`src/rtl/mc_ctrl_if.sv`:
```
`default_nettype none
// +------------------------------------------------------------------+
// | mc_ctrl_if : opcode/flag inputs and control outputs of mc_ctrl    |
// | Rev 1.0                                                          |
// +------------------------------------------------------------------+
interface mc_ctrl_if;
  logic [5:0] op;
  logic [5:0] funct;
  logic       zero;
  logic       pcwr;
  logic       irwr;
  logic       regwr;
  logic       memwr;
  logic [2:0] aluop;
  logic       alusrca;
  logic [1:0] alusrcb;
  logic       extop;
  logic [1:0] regdst;
  logic [1:0] memtoreg;
  logic [1:0] pcsrc;
  logic       done;
  logic [3:0] state;

  // master is the controller, slave is the datapath it steers
  modport master (
    input  op, funct, zero,
    output pcwr, irwr, regwr, memwr, aluop, alusrca, alusrcb, extop,
           regdst, memtoreg, pcsrc, done, state
  );
  modport slave (
    output op, funct, zero,
    input  pcwr, irwr, regwr, memwr, aluop, alusrca, alusrcb, extop,
           regdst, memtoreg, pcsrc, done, state
  );
endinterface
`default_nettype wire

```
`src/rtl/mc_ctrl.sv`:
```
`default_nettype none
// +------------------------------------------------------------------+
// | mc_ctrl : multi-cycle MIPS-subset control FSM (Moore decode)     |
// | Rev 1.0                                                          |
// +------------------------------------------------------------------+
module mc_ctrl (
  input  logic       clk,
  input  logic       rst,
  mc_ctrl_if.master  bus
);
  typedef enum logic [3:0] {
    FETCH = 4'd0, DCD = 4'd1, MA = 4'd2, MR = 4'd3, MW = 4'd4,
    WBM = 4'd5, EXE = 4'd6, WBA = 4'd7, BR = 4'd8, JMP = 4'd9
  } state_t;

  localparam logic [5:0] OP_RTYPE = 6'b000000;
  localparam logic [5:0] OP_J     = 6'b000010;
  localparam logic [5:0] OP_JAL   = 6'b000011;
  localparam logic [5:0] OP_BEQ   = 6'b000100;
  localparam logic [5:0] OP_ADDIU = 6'b001001;
  localparam logic [5:0] OP_ORI   = 6'b001101;
  localparam logic [5:0] OP_LUI   = 6'b001111;
  localparam logic [5:0] OP_LW    = 6'b100011;
  localparam logic [5:0] OP_SW    = 6'b101011;
  localparam logic [5:0] F_ADDU   = 6'b100001;
  localparam logic [5:0] F_SUBU   = 6'b100011;
  localparam logic [5:0] F_AND    = 6'b100100;
  localparam logic [5:0] F_OR     = 6'b100101;
  localparam logic [5:0] F_SLT    = 6'b101010;
  localparam logic [5:0] F_JR     = 6'b001000;
  localparam logic [2:0] ALU_ADD  = 3'b000;
  localparam logic [2:0] ALU_SUB  = 3'b001;
  localparam logic [2:0] ALU_AND  = 3'b010;
  localparam logic [2:0] ALU_OR   = 3'b011;
  localparam logic [2:0] ALU_SLT  = 3'b100;
  localparam logic [2:0] ALU_LUI  = 3'b101;

  state_t state_q;
  logic   is_rtype, is_r_alu, is_jr, is_i_alu, is_mem, is_jump, is_beq;

  always_comb begin
    is_rtype = (bus.op == OP_RTYPE);
    is_r_alu = is_rtype && (bus.funct == F_ADDU || bus.funct == F_SUBU ||
                            bus.funct == F_AND  || bus.funct == F_OR   ||
                            bus.funct == F_SLT);
    is_jr    = is_rtype && (bus.funct == F_JR);
    is_i_alu = (bus.op == OP_ADDIU) || (bus.op == OP_ORI) || (bus.op == OP_LUI);
    is_mem   = (bus.op == OP_LW) || (bus.op == OP_SW);
    is_jump  = (bus.op == OP_J) || (bus.op == OP_JAL) || is_jr;
    is_beq   = (bus.op == OP_BEQ);
  end

  always_ff @(posedge clk or posedge rst) begin
    if (rst) begin
      state_q <= FETCH;
    end else begin
      case (state_q)
        FETCH: state_q <= DCD;
        DCD: begin
          if (is_mem)                     state_q <= MA;
          else if (is_r_alu || is_i_alu)  state_q <= EXE;
          else if (is_beq)                state_q <= BR;
          else if (is_jump)               state_q <= JMP;
          else                            state_q <= FETCH;
        end
        MA:      state_q <= (bus.op == OP_LW) ? MR : MW;
        MR:      state_q <= WBM;
        EXE:     state_q <= WBA;
        default: state_q <= FETCH;
      endcase
    end
  end

  logic       pcwr_d, irwr_d, regwr_d, memwr_d, done_d, alusrca_d, extop_d;
  logic [2:0] aluop_d;
  logic [1:0] alusrcb_d, regdst_d, memtoreg_d, pcsrc_d;

  always_comb begin
    pcwr_d     = 1'b0;
    irwr_d     = 1'b0;
    regwr_d    = 1'b0;
    memwr_d    = 1'b0;
    done_d     = 1'b0;
    alusrca_d  = 1'b0;
    extop_d    = 1'b0;
    aluop_d    = ALU_ADD;
    alusrcb_d  = 2'b00;
    regdst_d   = 2'b00;
    memtoreg_d = 2'b00;
    pcsrc_d    = 2'b00;
    case (state_q)
      FETCH: begin
        irwr_d    = 1'b1;
        pcwr_d    = 1'b1;
        alusrcb_d = 2'b01;
      end
      DCD: begin
        alusrcb_d = 2'b11;
        extop_d   = 1'b1;
        done_d    = !(is_mem || is_r_alu || is_i_alu || is_beq || is_jump);
      end
      MA: begin
        alusrca_d = 1'b1;
        alusrcb_d = 2'b10;
        extop_d   = 1'b1;
      end
      WBM: begin
        regwr_d    = 1'b1;
        memtoreg_d = 2'b01;
        done_d     = 1'b1;
      end
      MW: begin
        memwr_d = 1'b1;
        done_d  = 1'b1;
      end
      EXE: begin
        alusrca_d = 1'b1;
        if (is_rtype) begin
          case (bus.funct)
            F_SUBU:  aluop_d = ALU_SUB;
            F_AND:   aluop_d = ALU_AND;
            F_OR:    aluop_d = ALU_OR;
            F_SLT:   aluop_d = ALU_SLT;
            default: aluop_d = ALU_ADD;
          endcase
        end else begin
          alusrcb_d = 2'b10;
          case (bus.op)
            OP_ORI:  aluop_d = ALU_OR;
            OP_LUI:  aluop_d = ALU_LUI;
            default: begin aluop_d = ALU_ADD; extop_d = 1'b1; end
          endcase
        end
      end
      WBA: begin
        regwr_d  = 1'b1;
        regdst_d = is_rtype ? 2'b01 : 2'b00;
        done_d   = 1'b1;
      end
      BR: begin
        alusrca_d = 1'b1;
        aluop_d   = ALU_SUB;
        pcsrc_d   = 2'b01;
        pcwr_d    = bus.zero;
        done_d    = 1'b1;
      end
      JMP: begin
        pcwr_d  = 1'b1;
        done_d  = 1'b1;
        pcsrc_d = is_jr ? 2'b11 : 2'b10;
        if (bus.op == OP_JAL) begin
          regwr_d    = 1'b1;
          regdst_d   = 2'b10;
          memtoreg_d = 2'b10;
        end
      end
      default: ;
    endcase
  end

  // Enables are gated by rst directly so an abort takes effect before any clock edge
  assign bus.pcwr     = pcwr_d  & ~rst;
  assign bus.irwr     = irwr_d  & ~rst;
  assign bus.regwr    = regwr_d & ~rst;
  assign bus.memwr    = memwr_d & ~rst;
  assign bus.done     = done_d  & ~rst;
  assign bus.aluop    = aluop_d;
  assign bus.alusrca  = alusrca_d;
  assign bus.alusrcb  = alusrcb_d;
  assign bus.extop    = extop_d;
  assign bus.regdst   = regdst_d;
  assign bus.memtoreg = memtoreg_d;
  assign bus.pcsrc    = pcsrc_d;
  assign bus.state    = state_q;
endmodule
`default_nettype wire

```
`src/flat_wrapper.sv`:
```
// flat-port wrapper written by rule: the top's interface ports become plain ports
module mc_ctrl_flat 
  (clk, rst, bus_op, bus_funct, bus_zero, bus_pcwr, bus_irwr, bus_regwr, bus_memwr, bus_aluop, bus_alusrca, bus_alusrcb, bus_extop, bus_regdst, bus_memtoreg, bus_pcsrc, bus_done, bus_state);
  mc_ctrl_if bus_i ();
  input  logic clk;
  input  logic rst;
  input wire logic [$bits(bus_i.op)-1:0] bus_op;
  input wire logic [$bits(bus_i.funct)-1:0] bus_funct;
  input wire logic [$bits(bus_i.zero)-1:0] bus_zero;
  output wire logic [$bits(bus_i.pcwr)-1:0] bus_pcwr;
  output wire logic [$bits(bus_i.irwr)-1:0] bus_irwr;
  output wire logic [$bits(bus_i.regwr)-1:0] bus_regwr;
  output wire logic [$bits(bus_i.memwr)-1:0] bus_memwr;
  output wire logic [$bits(bus_i.aluop)-1:0] bus_aluop;
  output wire logic [$bits(bus_i.alusrca)-1:0] bus_alusrca;
  output wire logic [$bits(bus_i.alusrcb)-1:0] bus_alusrcb;
  output wire logic [$bits(bus_i.extop)-1:0] bus_extop;
  output wire logic [$bits(bus_i.regdst)-1:0] bus_regdst;
  output wire logic [$bits(bus_i.memtoreg)-1:0] bus_memtoreg;
  output wire logic [$bits(bus_i.pcsrc)-1:0] bus_pcsrc;
  output wire logic [$bits(bus_i.done)-1:0] bus_done;
  output wire logic [$bits(bus_i.state)-1:0] bus_state;
  assign bus_i.op = bus_op;
  assign bus_i.funct = bus_funct;
  assign bus_i.zero = bus_zero;
  assign bus_pcwr = bus_i.pcwr;
  assign bus_irwr = bus_i.irwr;
  assign bus_regwr = bus_i.regwr;
  assign bus_memwr = bus_i.memwr;
  assign bus_aluop = bus_i.aluop;
  assign bus_alusrca = bus_i.alusrca;
  assign bus_alusrcb = bus_i.alusrcb;
  assign bus_extop = bus_i.extop;
  assign bus_regdst = bus_i.regdst;
  assign bus_memtoreg = bus_i.memtoreg;
  assign bus_pcsrc = bus_i.pcsrc;
  assign bus_done = bus_i.done;
  assign bus_state = bus_i.state;
  mc_ctrl u_core (.clk(clk), .rst(rst), .bus(bus_i));
endmodule
```
`config.mk`:
```
export PLATFORM = sky130hd
export DESIGN_NAME = mc_ctrl_flat
export DESIGN_NICKNAME = d
export VERILOG_FILES = /design/src/rtl/mc_ctrl_if.sv /design/src/rtl/mc_ctrl.sv /design/src/flat_wrapper.sv
export SDC_FILE = /design/constraint.sdc
export NUM_CORES = 1
export LEC_CHECK = 0
export CORE_ASPECT_RATIO = 1.2
export CORE_MARGIN = 3
export CORE_UTILIZATION = 41
export CTS_CLUSTER_DIAMETER = 30
export DETAILED_ROUTE_END_ITERATION = 16
export GPL_ROUTABILITY_DRIVEN = 0
export PLACE_DENSITY = 0.84
export SYNTH_ARGS = -nofsm -noshare
export SYNTH_HDL_FRONTEND = slang
export SYNTH_SLANG_ARGS = --single-unit
```
`constraint.sdc`:
```
create_clock -name clk -period 4.1 [get_ports clk]
set_input_delay 0.41 -clock clk [delete_from_list [all_inputs] [get_ports clk]]
set_output_delay 0.41 -clock clk [all_outputs]
set_load 0.03 [all_outputs]
```
==> impl_results.md <==
* Synth-to-Final Area Change at 57.2%
* Via/cell ratio at 5.79
* Crit path max fanout at 6
* Final HPWL DP at 1.65 mm
* Crit path top cell by count: clkdlybuf4s50_1
* CP Data Required Time at 3.69 ns
* Max-cap violations at 0
* Final Non-Filler Cells at 150
* First-pass GRT wire length at 3.32 mm
* Status: finished, final reports clean
* Comb power frac at 66.8%
* PostCTS Resize Cnt at 0
* Root buffer cell: clkbuf_4
* # DRC at 0
* Count leader, synth: nand2_1
* Core Area at 0.00148 mm2
* Post-layout min period at 3.14 ns
* Fin Setup TNS at 0 ns
* Seq cells post-synth at 4
* Yosys cell types at 38
* Switching share of power at 48.6%
* Die height at 50.3 um
* Die width at 42.9 um
* Worst path cell trace: clkdlybuf4s50_1 -> nor4bb_1 -> or3_1 -> a31o_1 -> or2_4 -> o2bb2ai_2 -> clkdlybuf4s50_1
* Sequential share of the synthesized area at 15.0%
* FMAX at 318 MHz
* Die area at 0.00216 mm2
* Hold Fails Final Rpt at 0
* Area of the mapped netlist at 669 um2
* R2R Setup Slk at 2.40 ns
* CTS Hold Bufs at 0
* Remaining Overflow, GRT at 0
* CTS tree: yes
* Post-synth EDFFs at 0
* Worst slew margin at 66.5%
* Crit share post-route at 76.7%
* Setup Fix Bufs, Post-CTS at 0
* Ant diodes at 0
* Final Setup Violations at 0
* Post-Synthesis Cells at 99
* Final Slew Violations at 0
* Share of layout cells above drive strength 1 at 6.77%
* Final Power at 0.373 mW
* CTS H-tree lvls at 1
* Vias in the first global route at 826
* Worst ir drop on vdd at 0.275 mV
* Clock share of power at 13.1%
* Syn_nets at 114
* Post-route ant nets at 0
* Flop pwr share at 20.2%
* Maximum number of pins on one net before global-route repair at 17
* Cell taking the most area after synthesis: dfrtp_1
* CTS max path bufs at 2
* Top post-synthesis cells by area: dfrtp_1, a21oi_1, nand2_1, nor3b_1, nor3_1
* Classification of the worst-slack hold path: primary input to async pin
* Reg clk slew, reported paths at 0.04 ns
* Unrepaired setup endpoints after global routing: false
* Worst-skew pair later-pin latency at 0.23 ns
* Placed Instances at 147
* Rows at 15
* Worst path slowest cell: clkdlybuf4s50_1
* Total GRT Usage at 19.1%
* Syn_area_per_cell at 6.76 um2
* Clk sinks at 4
* Largest stage delay, worst path at 0.67 ns
* Asr flop ratio synth at 100%
* Most used DFF post-synth: dfrtp_1
* CTS buffer count at 3
* Worst Setup Start Kind: primary input
* Sw Pwr at 0.182 mW
* Routed wire length at 2.04 mm
* Initial antenna violation count at 0
* Synth cell count leaders: nand2_1, a21oi_1, nor2_1, nor3_1, nor3b_1
* DR pass1 iterations at 4
* Worst r2r src: u_core.bus.state[2]
* Worst slew pin tran at 0.496 ns
* Drt wl/cell at 13.6 um
* Int Power at 0.192 mW
* Worst Reg-to-Reg Cells at 5
* Fin Clk Skew at 0.00327 ns
* Total Nets Final at 150
* Initial Util at 45.1%
* Data arrival time of the critical path at 2.73 ns
* CP Capture Type: output port
* Via count at 868
* I/O Buffers at 36
* Power per cell area at 355 mW/mm2
* I/O Pins at 37
* Synth warn at 0
* Largest register FFs at 4
* Kind of critical path: primary input to output port
* Critical R2R Capture: u_core.bus.state[0]
* Drt initial violations at 19
* Leak at 0.394 nW
* Synth top area share at 15.0%
* Fillers at 133
==> through the flow <==
stage | instance area [um2] | hold WS, ns | util, % | setup WS (ns)
floorplan | 669 | 0.207 | - | 1.62
global placement | 1030 | 0.743 | 69.5 | 0.993
detailed placement | 1030 | 0.752 | 69.5 | 0.952
CTS | 1050 | 0.498 | 71.0 | 0.949
global route | 1050 | 0.543 | 71.0 | 0.816
finish | 1050 | 0.495 | 71.0 | 0.956
==> power groups by stage <==
stage / Clock, mW / Sequential, mW / Combinational [mW]
detailed placement: 0 / 0.0749 / 0.248
global route: 0.0518 / 0.0778 / 0.269
global placement: 0 / 0.0752 / 0.245
CTS: 0.0513 / 0.0744 / 0.250
floorplan: 0 / 0.0703 / 0.154
finish: 0.0488 / 0.0753 / 0.249
==> final cells by class <==
cell class              count  area, um2  area share [%]
multi-input cells          86        533            50.7
repair buffers             36        360            34.2
clock buffers               3       22.5            2.14
flip-flops and latches      4        100            9.51
well taps                  17       21.3            2.02
inverters                   4       15.0            1.43
==> cell usage in the layout (no fill, tap or decap), types with 2 or more instances in the layout <==
master	synthesis	final
nor3_1	7	7
dfrtp_1	4	4
nand3_1	2	2
nand2_1	12	12
clkbuf_4	0	3
clkdlybuf4s50_1	0	36
inv_1	4	4
a21oi_1	10	10
o21ai_0	4	4
a21o_1	2	2
nor3b_1	5	5
nor2_1	8	8
nand2b_1	4	4
and4_1	2	2
nor4_1	3	3
and3_1	4	4
nand4b_1	2	2
==> layer usage <==
metal	global-route usage, %	up-vias	routed length (um)
li1	-	434	-
met1	22.1	395	860
met2	34.0	37	1060
met3	1.43	2	105
met4	10.4	0	21
met5	0	-	0
==> how the worst max path moves through the flow <==
stage	from	slack [ns]	cells past startpoint	end
floorplan	u_core.bus.state[1]	1.62	6	bus_regwr
global placement	bus_funct[2]	0.99	7	bus_done
detailed placement	bus_funct[2]	0.95	7	bus_done
CTS	bus_funct[2]	0.95	7	bus_done
global route	bus_funct[3]	0.82	7	bus_done
finish	bus_funct[2]	0.96	7	bus_done
==> worst max-delay path: cells and delay by family <==
kind,cells,cell delay (ns)
AOI/OAI and AO/OA,2,0.33
buffers and inverters,2,1.25
and+or+nand+nor,3,0.74
==> kinds of logic (layout without fill, tap and decap cells) <==
group	Yosys count	count (layout)	synth area share, %
compound gates	24	24	23.4
simple gates	59	59	52.2
mux	1	1	1.50
buf+inv	9	43	5.42
xor+xnor	2	2	2.62
flops	4	4	15.0
(Power assumes the default switching activity.)
